--- src/rtl/dds_tone_sequencer.sv ---
// Tone sequencer feeding the DDS phase increment: plays a small table of
// (increment, duration) entries back-to-back, once or looping.
module dds_tone_sequencer #(
   parameter int DEPTH = 8,
   parameter int INC_W = 32,
   parameter int DUR_W = 24,
   localparam int AW   = $clog2(DEPTH)
) (
   input  logic             i_clk,
   input  logic             i_rst,
   input  logic             i_cfg_we,
   input  logic [AW-1:0]    i_cfg_addr,
   input  logic [INC_W-1:0] i_cfg_inc,
   input  logic [DUR_W-1:0] i_cfg_dur,
   input  logic [AW:0]      i_cfg_len,
   input  logic             i_loop,
   input  logic             i_start,
   input  logic             i_stop,
   input  logic             i_pause,
   output logic [INC_W-1:0] o_m_out,
   output logic             o_tone_stb,
   output logic [AW-1:0]    o_idx,
   output logic             o_busy,
   output logic             o_done,
   output logic [1:0]       o_state
);

   typedef enum logic [1:0] {
      S_IDLE   = 2'd0,
      S_PLAY   = 2'd1,
      S_PAUSED = 2'd2
   } state_t;

   state_t           r_state;
   logic [INC_W-1:0] r_inc [DEPTH];
   logic [DUR_W-1:0] r_dur [DEPTH];
   logic [DUR_W-1:0] r_timer;
   logic [AW:0]      r_len;
   logic [INC_W-1:0] r_m_out;
   logic [AW-1:0]    r_idx;
   logic             r_tone_stb;
   logic             r_done;

   state_t           w_state_nxt;
   logic [DUR_W-1:0] w_timer_nxt;
   logic [AW:0]      w_len_nxt;
   logic [INC_W-1:0] w_m_nxt;
   logic [AW-1:0]    w_idx_nxt;
   logic             w_stb_nxt;
   logic             w_done_nxt;

   logic             w_len_ok;
   logic             w_last;
   logic [AW-1:0]    w_load_idx;
   logic [DUR_W-1:0] w_load_time;
   logic [DUR_W-1:0] w_first_time;

   assign w_len_ok     = (i_cfg_len != '0) && (i_cfg_len <= (AW+1)'(DEPTH));
   assign w_last       = (({1'b0, r_idx} + (AW+1)'(1)) >= r_len);
   assign w_load_idx   = w_last ? '0 : (r_idx + AW'(1));
   // A zero duration still shows the entry for one cycle.
   assign w_load_time  = (r_dur[w_load_idx] == '0) ? DUR_W'(1) : r_dur[w_load_idx];
   assign w_first_time = (r_dur[0] == '0) ? DUR_W'(1) : r_dur[0];

   always_ff @(posedge i_clk) begin
      if (i_rst) begin
         for (int i = 0; i < DEPTH; i++) begin
            r_inc[i] <= '0;
            r_dur[i] <= '0;
         end
      end else if (i_cfg_we) begin
         r_inc[i_cfg_addr] <= i_cfg_inc;
         r_dur[i_cfg_addr] <= i_cfg_dur;
      end
   end

   always_ff @(posedge i_clk) begin
      if (i_rst) begin
         r_state    <= S_IDLE;
         r_timer    <= '0;
         r_len      <= '0;
         r_m_out    <= '0;
         r_idx      <= '0;
         r_tone_stb <= 1'b0;
         r_done     <= 1'b0;
      end else begin
         r_state    <= w_state_nxt;
         r_timer    <= w_timer_nxt;
         r_len      <= w_len_nxt;
         r_m_out    <= w_m_nxt;
         r_idx      <= w_idx_nxt;
         r_tone_stb <= w_stb_nxt;
         r_done     <= w_done_nxt;
      end
   end

   always_comb begin
      w_state_nxt = r_state;
      w_timer_nxt = r_timer;
      w_len_nxt   = r_len;
      w_m_nxt     = r_m_out;
      w_idx_nxt   = r_idx;
      w_stb_nxt   = 1'b0;
      w_done_nxt  = 1'b0;
      unique case (r_state)
         S_IDLE: begin
            if (i_start && !i_stop && w_len_ok) begin
               w_state_nxt = S_PLAY;
               w_len_nxt   = i_cfg_len;
               w_idx_nxt   = '0;
               w_m_nxt     = r_inc[0];
               w_timer_nxt = w_first_time;
               w_stb_nxt   = 1'b1;
            end
         end
         S_PLAY, S_PAUSED: begin
            if (i_stop) begin
               w_state_nxt = S_IDLE;
               w_m_nxt     = '0;
               w_idx_nxt   = '0;
               w_timer_nxt = '0;
            end else if (i_pause) begin
               w_state_nxt = S_PAUSED;
            end else begin
               // Leaving pause counts as a normal play cycle, so a pause of N
               // cycles stretches the current entry by exactly N.
               w_state_nxt = S_PLAY;
               if (r_timer <= DUR_W'(1)) begin
                  if (!w_last || i_loop) begin
                     w_idx_nxt   = w_load_idx;
                     w_m_nxt     = r_inc[w_load_idx];
                     w_timer_nxt = w_load_time;
                     w_stb_nxt   = 1'b1;
                     if (w_last && w_len_ok) w_len_nxt = i_cfg_len;
                  end else begin
                     w_state_nxt = S_IDLE;
                     w_m_nxt     = '0;
                     w_idx_nxt   = '0;
                     w_timer_nxt = '0;
                     w_done_nxt  = 1'b1;
                  end
               end else begin
                  w_timer_nxt = r_timer - DUR_W'(1);
               end
            end
         end
         default: w_state_nxt = S_IDLE;
      endcase
   end

   assign o_m_out    = r_m_out;
   assign o_tone_stb = r_tone_stb;
   assign o_idx      = r_idx;
   assign o_busy     = (r_state != S_IDLE);
   assign o_done     = r_done;
   assign o_state    = r_state;

endmodule

--- config.mk ---
export PLATFORM = sky130hd
export DESIGN_NAME = dds_tone_sequencer
export DESIGN_NICKNAME = d
export VERILOG_FILES = /design/src/rtl/dds_tone_sequencer.sv
export SDC_FILE = /design/constraint.sdc
export NUM_CORES = 1
export LEC_CHECK = 0
export CORE_ASPECT_RATIO = 1.2
export CORE_UTILIZATION = 27
export DETAILED_ROUTE_END_ITERATION = 8
export PLACE_DENSITY = 0.52
export SLEW_MARGIN = 0
export SYNTH_ARGS = -nofsm -noshare
export SYNTH_HDL_FRONTEND = slang
export SYNTH_SLANG_ARGS = --single-unit
--- constraint.sdc ---
create_clock -name i_clk -period 3.2 [get_ports i_clk]
set_input_delay 0.48 -clock i_clk [delete_from_list [all_inputs] [get_ports i_clk]]
set_output_delay 0.48 -clock i_clk [all_outputs]
set_load 0.05 [all_outputs]
# ---- Yosys cells after proc, flatten, opt, wreduce, memory -nomap -nowiden
# Memories as Yosys holds them, arrays and structs flattened.
# Index checks and enable logic that the tools add are counted.
dict set report op_classes {
  n_reduce_logical 20
  eq_ne 10
  order_cmp 3
  bitwise 2
  muxes 52
  add_sub_neg 3
}
# cell count
set op_table {}
lappend op_table {{24-bit two-way mux} 8}
lappend op_table {{32-bit two-way mux} 6}
lappend op_table {{32-bit case mux with 2 select lines} 1}
lappend op_table {{24-bit zero test} 2}
lappend op_table {{24-bit case mux with 2 select lines} 1}
lappend op_table {{32-bit OR reduction} 1}
lappend op_table {{24-bit by 1-bit less-or-equal comparator with 1-bit output (second input constant)} 1}
lappend op_table {{3-bit two-way mux} 8}
lappend op_table {{4-bit two-way mux} 6}
lappend op_table {{24-bit OR reduction} 1}
lappend op_table {{24-bit by 1-bit subtractor with 24-bit output (second input constant)} 1}
lappend op_table {{1-bit two-way mux} 15}
lappend op_table {{2-bit inequality test (second input constant)} 6}
lappend op_table {{4-bit case mux with 2 select lines} 1}
lappend op_table {{7-bit AND reduction} 1}
lappend op_table {{2-bit two-way mux} 3}
lappend op_table {{3-bit inequality test (second input constant)} 2}
lappend op_table {{3-bit case mux with 2 select lines} 1}
lappend op_table {{5-bit OR reduction} 1}
lappend op_table {{3-bit by 1-bit adder with 4-bit output (second input constant)} 1}
lappend op_table {{4-bit greater-or-equal comparator} 1}
lappend op_table {{4-bit less-or-equal comparator (second input constant)} 1}
lappend op_table {{1-bit logical AND} 4}
lappend op_table {{2-bit case mux with 2 select lines} 1}
lappend op_table {{other kinds (13)} 16}
dict set report word_totals {
  mem_count 2
  inputBits 70
  out_inout_bits 40
  regBits 67
  ramBits 448
  elab_cells 99
}
# name words word_bits read_ports rd_ports_with_merged_regs write_ports line_no
set mem_list {}
lappend mem_list {r_inc 8 32 2 0 8 35} ;# logic [INC_W-1:0] r_inc [DEPTH];
lappend mem_list {r_dur 8 24 2 0 8 36} ;# logic [DUR_W-1:0] r_dur [DEPTH];

# ---- Longest topological paths before layout
# An unclocked memory read counts as a cell.
dict set report depth {
  word_depth 11
  depth_mapped 17
  mapped_depth_nobuf 12
}

# ---- Least setup slack after synthesis
# OpenSTA, ideal clock, no wires.
dict set report synth_timing {
  path_type {reg-to-reg}
  from {register r_idx[0], in the netlist o_idx[0]}
  to {register r_timer[0]}
  arrival_ns 3.627
  setup_ns 0.070
  path_stages_with_launch 15
  n_path_buf 4
  period_less_slack_ns 3.697
  t_required_ns 3.130
  setup_slack_ns -0.497
  path_cell_list {dfxtp_1 -> buf_4 -> buf_2 -> buf_2 -> and3_1 -> ha_1 -> a21oi_1 -> o211ai_2 -> buf_4 -> a221oi_1 -> a32oi_1 -> a2111oi_0 -> nand4_1 -> or4_1 -> a21boi_1}
}
dict set report synth_via {
  elab_chain_len 11
  word_cells_on_any_way 14
  cone_classes {add/sub: 2; order compare: 1; mux: 7; reduce/logical: 3; memory: 1}
}
# element line_no
set synth_rtl {}
lappend synth_rtl {{from (decl)} 40} ;# logic [AW-1:0] r_idx;
lappend synth_rtl {{from (signal assigned)} 91} ;# r_idx <= w_idx_nxt;
lappend synth_rtl {{3-bit by 1-bit adder with 4-bit output} 59} ;# assign w_last = (({1'b0, r_idx} + (AW+1)'(1)) >= r_len);
lappend synth_rtl {{4-bit greater-or-equal comparator} 59}
lappend synth_rtl {{3-bit two-way mux} 60} ;# assign w_load_idx = w_last ? '0 : (r_idx + AW'(1));
lappend synth_rtl {{memory read 8 x 24 bit} -}
lappend synth_rtl {{24-bit zero test} 62} ;# assign w_load_time = (r_dur[w_load_idx] == '0) ? DUR_W'(1) : r_dur[w_load_idx];
lappend synth_rtl {{24-bit two-way mux} 62}
lappend synth_rtl {{24-bit two-way mux *} 129} ;# if (!w_last || i_loop) begin
lappend synth_rtl {{24-bit two-way mux *} 128} ;# if (r_timer <= DUR_W'(1)) begin
lappend synth_rtl {{24-bit two-way mux *} 122} ;# end else if (i_pause) begin
lappend synth_rtl {{24-bit two-way mux *} 117} ;# if (i_stop) begin
lappend synth_rtl {{24-bit case mux with 2 select lines *} 105} ;# unique case (r_state)
lappend synth_rtl {{to (signal assigned)} 88} ;# r_timer <= w_timer_nxt;
lappend synth_rtl {{to (decl)} 37} ;# logic [DUR_W-1:0] r_timer;
# Mark *: on every way between the ends. The rest lies on a longest branch, timed or not. The select of a mux whose other input is x is not followed.
# A chain may end at the register's enable or synchronous reset.

# ---- Worst setup path in the final report
# Ends and elaborated chain as after synthesis.

==> metrics.txt <==
CTS tree yes; Initial Utilization 27.2%; maximum vdd drop 461 uV; Yosys top cell by area edfxtp_1; P per Cell Area 599 nW/um2; number of antenna violations at the first check in global routing 13; GP Congestion 0.894; FMAX 0.316 GHz; most frequent cell after synthesis and2_1; worst path required time 3.75 ns; Remaining DRCs 0; DIE HEIGHT 333 um; final setup fails 0; Core Box Area 90,700 um2; Worst slew margin 43.7%; Startpoint Class flip-flop; LEAKAGE 10.3 nW; RSZ-0062 raised after global routing true; first-pass GRT wire length 114,000 um; DRT iter0 DRCs 1,265; critical path data arrival time 3.71 ns; CTS Buf Count 59; CTS sink cnt 515; min-delay src i_rst; worst hold slack 0.494 ns; worst-margin pin slew 0.842 ns; CTS root buf clkbuf_16; vias in the first global route 17.5k; Clk Latency, worst-skew pair 0.65 ns; post-route ant nets 0; PnR worst setup slack 0.0373 ns; post-synthesis async set-or-reset flop share 0%; share of layout cells above drive strength 1 14.6%; Cells after Synth 2,089; Seq cells post-synth 515; crit-path cells ha_4 > xnor2_4 > inv_2 > ha_4 > o211ai_1 > buf_4 > o211ai_4 > buf_6 > a21oi_1 > a221o_1 > nor4_2 > nand4_1 > or4_1 > a21boi_1; H-tree Lvls 2; Syn Area/Cell 11.8 um2; largest net degree at the start of global routing 59; WS Path Type flip-flop to flip-flop; Max stage delay on crit path 0.42 ns; top post-synthesis cells by area edfxtp_1 55%, and2_1 11%, dfxtp_1 5.4%; I/O pin count 110; Crit Reg-Reg Startpoint o_idx[0]; total track usage 16.3%; Max Clock Skew 0.0499 ns; WL per Instance 22.3 um; Port Buffers 109; hold endpoint o_m_out[26]; Syn Nets 2,168; total gr overflow 0; nets 2,318; FF-to-FF path depth 14; total routed wirelength 77,100 um; first-pass detailed-route iteration total 6; number of distinct library cells after synthesis 76; final instance area 30,100 um2; Reg2Reg Setup Slack 0.04 ns; Post-DP Area 27,900 um2; synth cell count leaders 449 x and2_1, 448 x edfxtp_1, 182 x nand2_1; main flop type after synthesis edfxtp_1; crit end category flip-flop; fin util 33.2%; Layout area overhead 22.1%; Max Fanout on Critical Path 5; post-synthesis sequential area ratio 60.0%; pre-CTS setup slack -0.0438 ns; Tmin final 3.16 ns; Cell Area, Synth 24,700 um2; number of synthesized flops with an enable pin 448; DP Wirelength 47,300 um; Tot Pwr 18.0 mW; maximum clock path buffer count 3; most used cell, CP ha_4; maxcap violations 0; synth warn 0; Slowest cell on crit path or4_1; R2R Path End r_timer[0]; fin crit share 98.8%; Die W 278 um; Vias 17.1k; Hold Violations, Final 0; hold depth 3; via/cell ratio 4.96; die area 92,600 um2; Row Count 121; clk slew on worst S/H paths 0.06 ns; Synth top area share 54.5%; outcome completed; type of the most critical hold path input pin to flip-flop; final count of pins violating max slew 0
[area by class of cell]
| cell class | count | area (um2) |
|---|---|---|
| clock buffers | 69 | 1510 |
| flip-flops and latches | 515 | 14800 |
| clock inverters | 39 | 324 |
| multi-input cells | 1402 | 9420 |
| repair buffers | 244 | 2540 |
| inverters | 17 | 63.8 |
| diodes | 1 | 2.50 |
| fillers | 8921 | 60600 |
| well taps | 1168 | 1460 |
[how the worst max path moves through the flow]
stage                        start         end  slack (ns)
after floorplan           o_idx[0]  r_timer[0]       0.008
after global placement    o_idx[0]  r_timer[0]       -0.04
after detailed placement  o_idx[0]  r_timer[0]       -0.04
after CTS                 o_idx[0]  o_m_out[0]       -0.03
after global routing      o_idx[0]  r_timer[0]       -0.13
final                     o_idx[0]  r_timer[0]        0.04
[critical path: cells and delay by family (launching register included)]
family | cells | cell delay [ns]
compound gates | 5 | 0.91
fa+ha+maj | 2 | 0.46
xor+xnor | 1 | 0.18
buf+inv | 3 | 0.42
simple gates | 3 | 0.75
flops | 1 | 0.37
[power breakdown]
group          switching, mW  internal (mW)
Sequential             0.299           7.82
Clock                   2.84           3.63
Combinational           2.08           1.38
[state kept, by name, indices dropped and copies added (netlist names)]
name,flops
o_done,1
o_idx,3
o_m_out,32
o_state,2
o_tone_stb,1
r_dur,192
r_inc,256
r_len,4
r_timer,24
[stage by stage]
stage / TNS [ns] / cells
5_1_grt: -0.132 / 3455
2_1_floorplan: 0 / 2089
3_5_place_dp: -0.0438 / 3329
3_3_place_gp: -0.0367 / 3329
4_1_cts: -0.0414 / 3437
6_report: 0 / 3455
[cells by family after synthesis]
group                    count (synthesis)  share of synthesized area, %
AO/OA/AOI/OAI                          421                          12.6
flip-flops                             515                          60.0
multiplexers                            60                          3.44
buffers and inverters                  173                          3.11
adder cells (fa/ha/maj)                  9                         0.456
AND/OR/NAND/NOR                        902                          20.1
XOR/XNOR                                 9                         0.350
[cells in the final DEF (no fill, tap or decap), types with 33 or more instances in the layout]
cell and count:
and2_1 449, edfxtp_1 448, nand2_1 181, clkdlybuf4s50_1 108, buf_4 96, nor2_1 86, a211oi_1 77, a21oi_1 73
nor2b_1 66, dfxtp_1 64, clkbuf_16 60, o21ai_0 51, mux2i_1 35, a31oi_1 33, a2bb2oi_1 33
[metal layers]
layer	global-route usage (%)	part of all wire [%]	up-vias
met4	4.11	1.9	10
li1	-	-	7962
met5	0	0.086	-
met1	21.4	44	8630
met2	28.0	49	449
met3	2.30	5.3	93
[timing repair]
| item | 4_1_cts | 5_1_grt |
|---|---|---|
| endpoints found under the hold margin | 0 | 0 |
| hold buffers | 0 | 0 |
| gates resized for setup | 4 | 37 |
| gates cloned | 0 | 2 |
| buffers inserted | 0 | 15 |
| pin swaps | 1 | 14 |
| endpoints found under the setup margin | 1 | 30 |
No activity file was read; power rests on OpenSTA's default activity.
